===== src/rtl/pipeline_stall_ctrl.sv =====
// ---------------------------------------------------------------------------
// pipeline_stall_ctrl
// Central stall/flush controller for the 5-stage LC-3b pipeline.
// Uses load-use bubble requests, I/D-cache stall status and the MEM-stage
// redirect to drive per-stage register loads, the ID/EX nop insert and the
// younger-stage flushes. It also tracks stall episodes in a small FSM and
// keeps saturating performance counters.
//
// Ports
//   clk, reset          clock, synchronous active-high reset
//   bubble_enable_i     load-use hazard detected in ID
//   imem_read_i/resp_i  fetch outstanding / I-cache response
//   dmem_access_i/resp_i MEM-stage data access / D-cache response
//   br_taken_i          MEM-stage control transfer taken
//   clear_counters_i    synchronous zero of all counters
//   load_*_o            pipeline register load enables (combinational)
//   bubble_id_ex_o      ID/EX loads a nop instead of ID contents
//   flush_*_o           younger-stage register loads a nop
//   stall_cycles_o      cycles with load_pc low
//   bubble_count_o      load-use bubbles inserted
//   flush_count_o       redirects performed
//   dmiss_events_o      entries into the D-cache wait episode
// ---------------------------------------------------------------------------
module pipeline_stall_ctrl #(
    parameter int unsigned CNT_W = 32
) (
    input  logic             clk,
    input  logic             reset,
    input  logic             bubble_enable_i,
    input  logic             imem_read_i,
    input  logic             imem_resp_i,
    input  logic             dmem_access_i,
    input  logic             dmem_resp_i,
    input  logic             br_taken_i,
    input  logic             clear_counters_i,
    output logic             load_pc_o,
    output logic             load_if_id_o,
    output logic             load_id_ex_o,
    output logic             load_ex_mem_o,
    output logic             load_mem_wb_o,
    output logic             bubble_id_ex_o,
    output logic             flush_if_id_o,
    output logic             flush_id_ex_o,
    output logic             flush_ex_mem_o,
    output logic [CNT_W-1:0] stall_cycles_o,
    output logic [CNT_W-1:0] bubble_count_o,
    output logic [CNT_W-1:0] flush_count_o,
    output logic [CNT_W-1:0] dmiss_events_o
);

    typedef enum logic [1:0] {
        ST_RUN   = 2'd0,
        ST_DWAIT = 2'd1,
        ST_RWAIT = 2'd2,
        ST_IWAIT = 2'd3
    } state_e;

    state_e state_q, state_d;

    logic dstall;
    logic istall;
    logic bubble_evt;
    logic flush_evt;
    logic dmiss_evt;

    logic [CNT_W-1:0] stall_cycles_q, bubble_count_q, flush_count_q, dmiss_events_q;

    assign dstall = dmem_access_i & ~dmem_resp_i;
    assign istall = imem_read_i & ~imem_resp_i;

    // Episode state register.
    always_ff @(posedge clk) begin
        if (reset) begin
            state_q <= ST_RUN;
        end else begin
            state_q <= state_d;
        end
    end

    // Priority decode: next state, stage controls and counter events.
    always_comb begin
        state_d        = ST_RUN;
        load_pc_o      = 1'b0;
        load_if_id_o   = 1'b0;
        load_id_ex_o   = 1'b0;
        load_ex_mem_o  = 1'b0;
        load_mem_wb_o  = 1'b0;
        bubble_id_ex_o = 1'b0;
        flush_if_id_o  = 1'b0;
        flush_id_ex_o  = 1'b0;
        flush_ex_mem_o = 1'b0;
        bubble_evt     = 1'b0;
        flush_evt      = 1'b0;

        if (reset) begin
            flush_if_id_o  = 1'b1;
            flush_id_ex_o  = 1'b1;
            flush_ex_mem_o = 1'b1;
        end else if (dstall) begin
            // Whole pipe frozen; nothing may be discarded while MEM waits.
            state_d = ST_DWAIT;
        end else if (br_taken_i && istall) begin
            // Hold the redirect until the in-flight fetch returns.
            state_d = ST_RWAIT;
        end else if (br_taken_i) begin
            load_pc_o      = 1'b1;
            load_if_id_o   = 1'b1;
            load_id_ex_o   = 1'b1;
            load_ex_mem_o  = 1'b1;
            load_mem_wb_o  = 1'b1;
            flush_if_id_o  = 1'b1;
            flush_id_ex_o  = 1'b1;
            flush_ex_mem_o = 1'b1;
            flush_evt      = 1'b1;
        end else if (istall || bubble_enable_i) begin
            // Hold the front end, let older instructions drain behind a nop.
            state_d        = istall ? ST_IWAIT : ST_RUN;
            load_id_ex_o   = 1'b1;
            bubble_id_ex_o = 1'b1;
            load_ex_mem_o  = 1'b1;
            load_mem_wb_o  = 1'b1;
            bubble_evt     = ~istall;
        end else begin
            load_pc_o      = 1'b1;
            load_if_id_o   = 1'b1;
            load_id_ex_o   = 1'b1;
            load_ex_mem_o  = 1'b1;
            load_mem_wb_o  = 1'b1;
        end
    end

    assign dmiss_evt = (state_d == ST_DWAIT) && (state_q != ST_DWAIT);

    function automatic logic [CNT_W-1:0] sat_inc(input logic [CNT_W-1:0] v, input logic en);
        sat_inc = (en && (v != {CNT_W{1'b1}})) ? v + CNT_W'(1) : v;
    endfunction

    // Saturating performance counters; clear wins over increment.
    always_ff @(posedge clk) begin
        if (reset || clear_counters_i) begin
            stall_cycles_q <= '0;
            bubble_count_q <= '0;
            flush_count_q  <= '0;
            dmiss_events_q <= '0;
        end else begin
            stall_cycles_q <= sat_inc(stall_cycles_q, ~load_pc_o);
            bubble_count_q <= sat_inc(bubble_count_q, bubble_evt);
            flush_count_q  <= sat_inc(flush_count_q, flush_evt);
            dmiss_events_q <= sat_inc(dmiss_events_q, dmiss_evt);
        end
    end

    assign stall_cycles_o = stall_cycles_q;
    assign bubble_count_o = bubble_count_q;
    assign flush_count_o  = flush_count_q;
    assign dmiss_events_o = dmiss_events_q;

endmodule

===== config.mk =====
export PLATFORM = sky130hd
export DESIGN_NAME = pipeline_stall_ctrl
export DESIGN_NICKNAME = d
export VERILOG_FILES = /design/src/rtl/pipeline_stall_ctrl.sv
export SDC_FILE = /design/constraint.sdc
export NUM_CORES = 1
export LEC_CHECK = 0
export CORE_MARGIN = 2
export CORE_UTILIZATION = 45
export DETAILED_ROUTE_END_ITERATION = 10
export PLACE_DENSITY = 0.72
export SLEW_MARGIN = 20
export SYNTH_ARGS = -nofsm -noshare
export SYNTH_HDL_FRONTEND = slang
export SYNTH_SLANG_ARGS = --single-unit

===== constraint.sdc =====
create_clock -name clk -period 2.5 [get_ports clk]
set_input_delay 0.375 -clock clk [delete_from_list [all_inputs] [get_ports clk]]
set_output_delay 0.375 -clock clk [all_outputs]
set_load 0.02 [all_outputs]

# [After elaboration in Yosys (flattened, before gate mapping)]
# Index checks and enable logic that the tools add are counted.
[op_classes] n_addsub=4 eq_ne=6 mux=29 n_bitwise=6 reduce_logical=8
[op_table] op="adder 32 x 1 -> 32 bit (second input constant)" count=4
[op_table] op="inequality test 32 bit (second input constant)" count=4
[op_table] op="two-way mux 1 bit" count=23
[op_table] op="two-way mux 2 bit" count=6
[op_table] op="logical AND 1 bit" count=6
[op_table] op="NOT 1 bit" count=4
[op_table] op="bitwise AND 1 bit" count=2
[op_table] op="== test 2 x 1 -> 1 bit (second input constant)" count=1
[op_table] op="logical OR 1 bit" count=2
[op_table] op="inequality test 2 x 1 -> 1 bit (second input constant)" count=1
[totals] register_bits=130 inputBits=9 out_inout_bits=137 wordCells=58

# [Logic depth before layout (Yosys ltp)]
# Gate-level depths: netlist of the first run.
[depth] depth_word=11 mapped_depth=9 ltp_nobuf=6

# [Least setup slack after synthesis of the first run]
# No wires, ideal clock.
[synth_timing] path_kind="reg2reg" from="reg dmiss_events_q[0], in the netlist dmiss_events_o[0]" to="reg dmiss_events_q[30], in the netlist dmiss_events_o[30]" setup_time_ns=0.070 t_arrival_ns=2.295 slack_ns=0.135 path_stages_with_launch=8 n_path_buf=1 path_cell_list="dfxtp_1 > ha_1 > nand2_1 > or4_1 > or4b_1 > buf_2 > or3_1 > a21oi_1"
[synth_via] elab_chain_len=2 word_cells_on_any_way=3 cone_classes="1 x add/sub; 1 x eq/ne; 1 x reduce/logical"
[synth_rtl] item="from (decl)" line="66" source="logic [CNT_W-1:0] stall_cycles_q, bubble_count_q, flush_count_q, dmiss_events_q;"
[synth_rtl] item="from (signal assigned)" line="149" source="dmiss_events_q <= sat_inc(dmiss_events_q, dmiss_evt);"
[synth_rtl] item="parallel branches: the longest is 2 deep, another holds adder 32 x 1 -> 32 bit"
# Parallel ways; which one is timed is not known.
# A chain may end at the register's enable or synchronous reset.

# [Worst setup path after layout of the first run]
[layout_timing] from="in dmem_resp_i" to="out load_id_ex_o"
[layout_via] elab_chain_len=4
[layout_rtl] item="from (decl)" line="33" source="input logic dmem_resp_i,"
[layout_rtl] item="NOT 1 bit" line="68" source="assign dstall = dmem_access_i & ~dmem_resp_i;"
[layout_rtl] item="bitwise AND 1 bit" line="68"
[layout_rtl] item="two-way mux 1 bit" line="99" source="end else if (dstall) begin"
[layout_rtl] item="two-way mux 1 bit" line="95" source="if (reset) begin"
[layout_rtl] item="to (decl)" line="38" source="output logic load_id_ex_o,"
# Every way passes these cells.

==> flow_summary.ini, run 1 <==
[detailed_routing]
wirelength_um = 19000
post_detailed_route_via_to_cell_ratio = 5.98
dr_pass1_iterations = 5
drt_iter0_drc = 631
wire_per_inst_um = 15.6
postRouteAntennaNets = 0
drc = 0
routed-via-count = 7278

[clock_tree]
cts-root-to-sink-buffers = 2
cts.hold.buffers_added = 0
cts_buffers = 17
source_to_sink_clock_delay_at_the_later_pin_of_the_worst_skew_pair_ps = 420
cts_root_buffer = clkbuf_16
worst_setup_hold_path_clk_slew_ps = 50
tritoncts_num_sinks = 130
tritoncts = built
cts_htree_levels = 4

[power_and_ir_drop]
power.share.switching_pct = 20.9
p_comb_share_pct = 4.0
p_int_mw = 3.86
power_density_nw_per_um2 = 517
vdd_drop_max_uv = 436
seqPwrFrac_pct = 42.7
total_leakage_power_nw = 2.94
power.clock.fraction_pct = 53.3
net-switching-power_mw = 1.02

[synthesis]
synthesis.area_um2 = 6700
synthArstFlopShare_pct = 0
number_of_enable_type_register_cells_in_the_synthesized_netlist = 0
post-synth-top-area-fraction_pct = 38.9
post_synth_num_cell_types = 57
ys_dominant_reg_cell = dfxtp_1
ys_seq_elements = 130
post_synth_inst_count = 822
syn_nets = 835
largest_cells_by_area_after_synthesis = dfxtp_1 (39%), a21oi_1 (6.8%), or4_1 (6.3%), o31ai_1 (5.8%), or3_1 (4.6%)
synth_seq_area_share_pct = 38.9
synthDominantAreaCellType = dfxtp_1
number_of_warnings_issued_by_yosys = 0
synthesis.area_per_instance_um2 = 8.14

[worst_setup_path]
regToRegSetupSlack_ps = 200
cp.arrival_ps = 2060
timing.reg2reg.worst_path_depth = 5
critical_path.startpoint_type = input port
kind_of_critical_path = in2out
setup.worst_path.end = load_id_ex_o
endpoint_kind = output port
required_ps = 2120
critical_path.startpoint = dmem_resp_i
worst_r2r_startpoint = dmiss_events_o[21]
worst_r2r_endpoint = dmiss_events_o[26]
timing.critical_path.fanout_max = 3

[grt]
maximum_number_of_pins_on_one_net_before_global_route_repair = 35
via_count_of_the_first_global_routing_pass = 6492
grt.total_usage_pct = 24.0
antenna_violations_before_repair = 0
global_route_wire_length_before_repair_um = 31800
grt_overflow_total = 0

[layout]
multiInputGateArea_um2 = 3850
post-route-util_pct = 64.9
areaGrowthSynthToFinish_pct = 41.0
final_nets = 1033
num-fill-cells = 1277
seqCellArea_um2 = 2600
layout-drive-gt1-share_pct = 13.6
layoutNonFillerInstCount = 1217
antenna_cells_inserted = 0

[floorplan]
placement_rows = 44
die_area_um2 = 15900
die_height_um = 126
floorplan.die.width_um = 126
i_o_pins = 146
core_area_um2 = 14500
starting_density_of_the_core_pct = 46.1

[timing]
worst-slew-pin-transition_ps = 585
post_layout_minimum_cycle_time_ps = 2440
number_of_max_slew_violations_in_the_final_report = 0
achievable-frequency_ghz = 0.410
report.final.setup_viol = 0
grt_setup_unrepaired = false
final_min_period_over_clock_period_pct = 97.5
slew-limit-headroom_pct = 60.7
timing.final.hold_violations = 0
fin_skew_ps = 5.82

[placement]
numPlacedInstances = 1185
gp_routability_congestion = 0.854
placement.io_buffers = 145
post-dp-hpwl_um = 13400

[min_path]
worst_hold_path_type = reg2reg

[run]
maxCapViolations = 0

[outcome]
outcome = finished, final reports clean
[sequential cells by signal (all words and copies together) (netlist names)]
register        count
flush_count_o      32
stall_cycles_o     32
state_q             2
dmiss_events_o     32
bubble_count_o     32
[repair_timing]
item / in CTS / in global routing
setup buffers: 0 / 0
resized for setup: 2 / 7
endpoints found under the setup margin: 2 / 5
[how the worst min path moves through the flow]
stage                             startpoint            endpoint  slack (ps)  cells after the start
after global placement     flush_count_o[23]   flush_count_o[23]         480                      2
after floorplan           stall_cycles_o[19]  stall_cycles_o[19]         550                      2
final                       flush_count_o[1]    flush_count_o[1]         490                      2
after CTS                 stall_cycles_o[26]  stall_cycles_o[26]         500                      2
after detailed placement  stall_cycles_o[26]  stall_cycles_o[26]         490                      2
after global routing        flush_count_o[1]    flush_count_o[1]         520                      2
[cells by family (layout without fill, tap and decap cells)]
family | after synthesis | after routing | synth area share (%)
buffers and inverters | 63 | 274 | 3.98
AND/OR/NAND/NOR | 384 | 384 | 33.7
flip-flops | 130 | 130 | 38.9
adder cells (fa/ha/maj) | 4 | 4 | 0.748
AO/OA/AOI/OAI | 223 | 223 | 20.2
XOR/XNOR | 9 | 9 | 1.18
multiplexers | 9 | 9 | 1.35
[critical path: stages]
cell             delay [ps]
clkdlybuf4s50_1         490
or2b_1                  200
nand2b_1                130
a21oi_1                 130
buf_4                   130
clkdlybuf4s50_1         590
[synth_stat cells, types with 2 or more instances]
library cell  instances
o31a_1                5
nor4_1               17
o21ai_0              43
nor3_1               14
o211ai_1              7
nor4b_4               2
o21a_1                9
nor4b_1               4
and4_1                9
xnor2_1               4
a211oi_1              4
or3_1                49
and3_2                2
a31oi_1               4
or4_1                56
inv_1                14
clkbuf_1             34
and4_2                2
and2b_1               2
xor2_1                5
mux2i_1               9
nand3_1              49
nand4b_1              2
o31ai_1              52
nor2_1               37
and2_1                2
and3_1                9
buf_2                 9
or2_2                 4
nand2b_1              2
nand4_1              37
a31o_2                3
a21oi_1              91
buf_4                 5
ha_1                  4
nand2_1              70
dfxtp_1             130
o311ai_0              2
[through the flow]
step | setup TNS, ps | area [um^2] | setup WS (ps) | power [mW] | hold WS (ps)
after floorplan | 0 | 6700 | 135 | 2.23 | 553
after global placement | -5810 | 8820 | -275 | 2.32 | 478
after detailed placement | -6990 | 8820 | -285 | 2.32 | 486
after CTS | -2.53 | 9440 | -2.31 | 4.92 | 495
after global routing | 0 | 9440 | 5.91 | 5.03 | 521
final | 0 | 9440 | 61.7 | 4.88 | 492
[cell usage in the layout, fill, tap and decap left out, drive strengths merged, types with 5 or more instances in the layout]
| master | count |
|---|---|
| nor3 | 15 |
| or4 | 57 |
| mux2i | 9 |
| nor4 | 17 |
| or3 | 50 |
| dfxtp | 130 |
| o21a | 9 |
| clkdlybuf4s50 | 140 |
| clkbuf | 26 |
| o31ai | 52 |
| a21oi | 91 |
| and3 | 11 |
| xor2 | 5 |
| o31a | 5 |
| nand2 | 70 |
| o21ai | 43 |
| or2 | 5 |
| inv | 15 |
| nor2 | 37 |
| buf | 82 |
| nor4b | 7 |
| nand3 | 49 |
| o211ai | 7 |
| nand4 | 38 |
| and4 | 11 |
[cell type report]
type,instances,area share (%)
Clock buffer,24,5.32
Timing Repair Buffer,227,22.0
Sequential cell,130,27.6
Tap cell,184,2.44
Clock inverter,8,1.31
Multi-Input combinational cell,629,40.8
Inverter,15,0.597
[per-layer routing]
metal	global-route usage (%)	vias to the layer above	routed length [um]	share of wire, %
met3	5.18	30	1110	5.8
met4	7.82	0	289	1.5
met1	32.6	3453	8810	46
li1	-	3585	-	-
met2	38.2	210	8830	46
met5	0	-	0	0
[power groups by stage]
stage               registers, mW  clock network, mW  logic, mW
floorplan                    2.13                  0      0.104
global placement             2.12                  0      0.198
detailed placement           2.12                  0      0.199
CTS                          2.08               2.64      0.199
global route                 2.08               2.74      0.213
finish                       2.08               2.60      0.197
No activity file was read; power rests on OpenSTA's default activity.
==> run 2: changes to the inputs <==
CAP_MARGIN = 20   (was default)
==> results of run 2 <==
Final layout, timing and power as in run 1 (identical DEF).
==> run 3: changes to the inputs <==
TNS_END_PERCENT = 50   (was default)
==> results of run 3 <==
Final layout, timing and power as in run 1 (identical DEF).
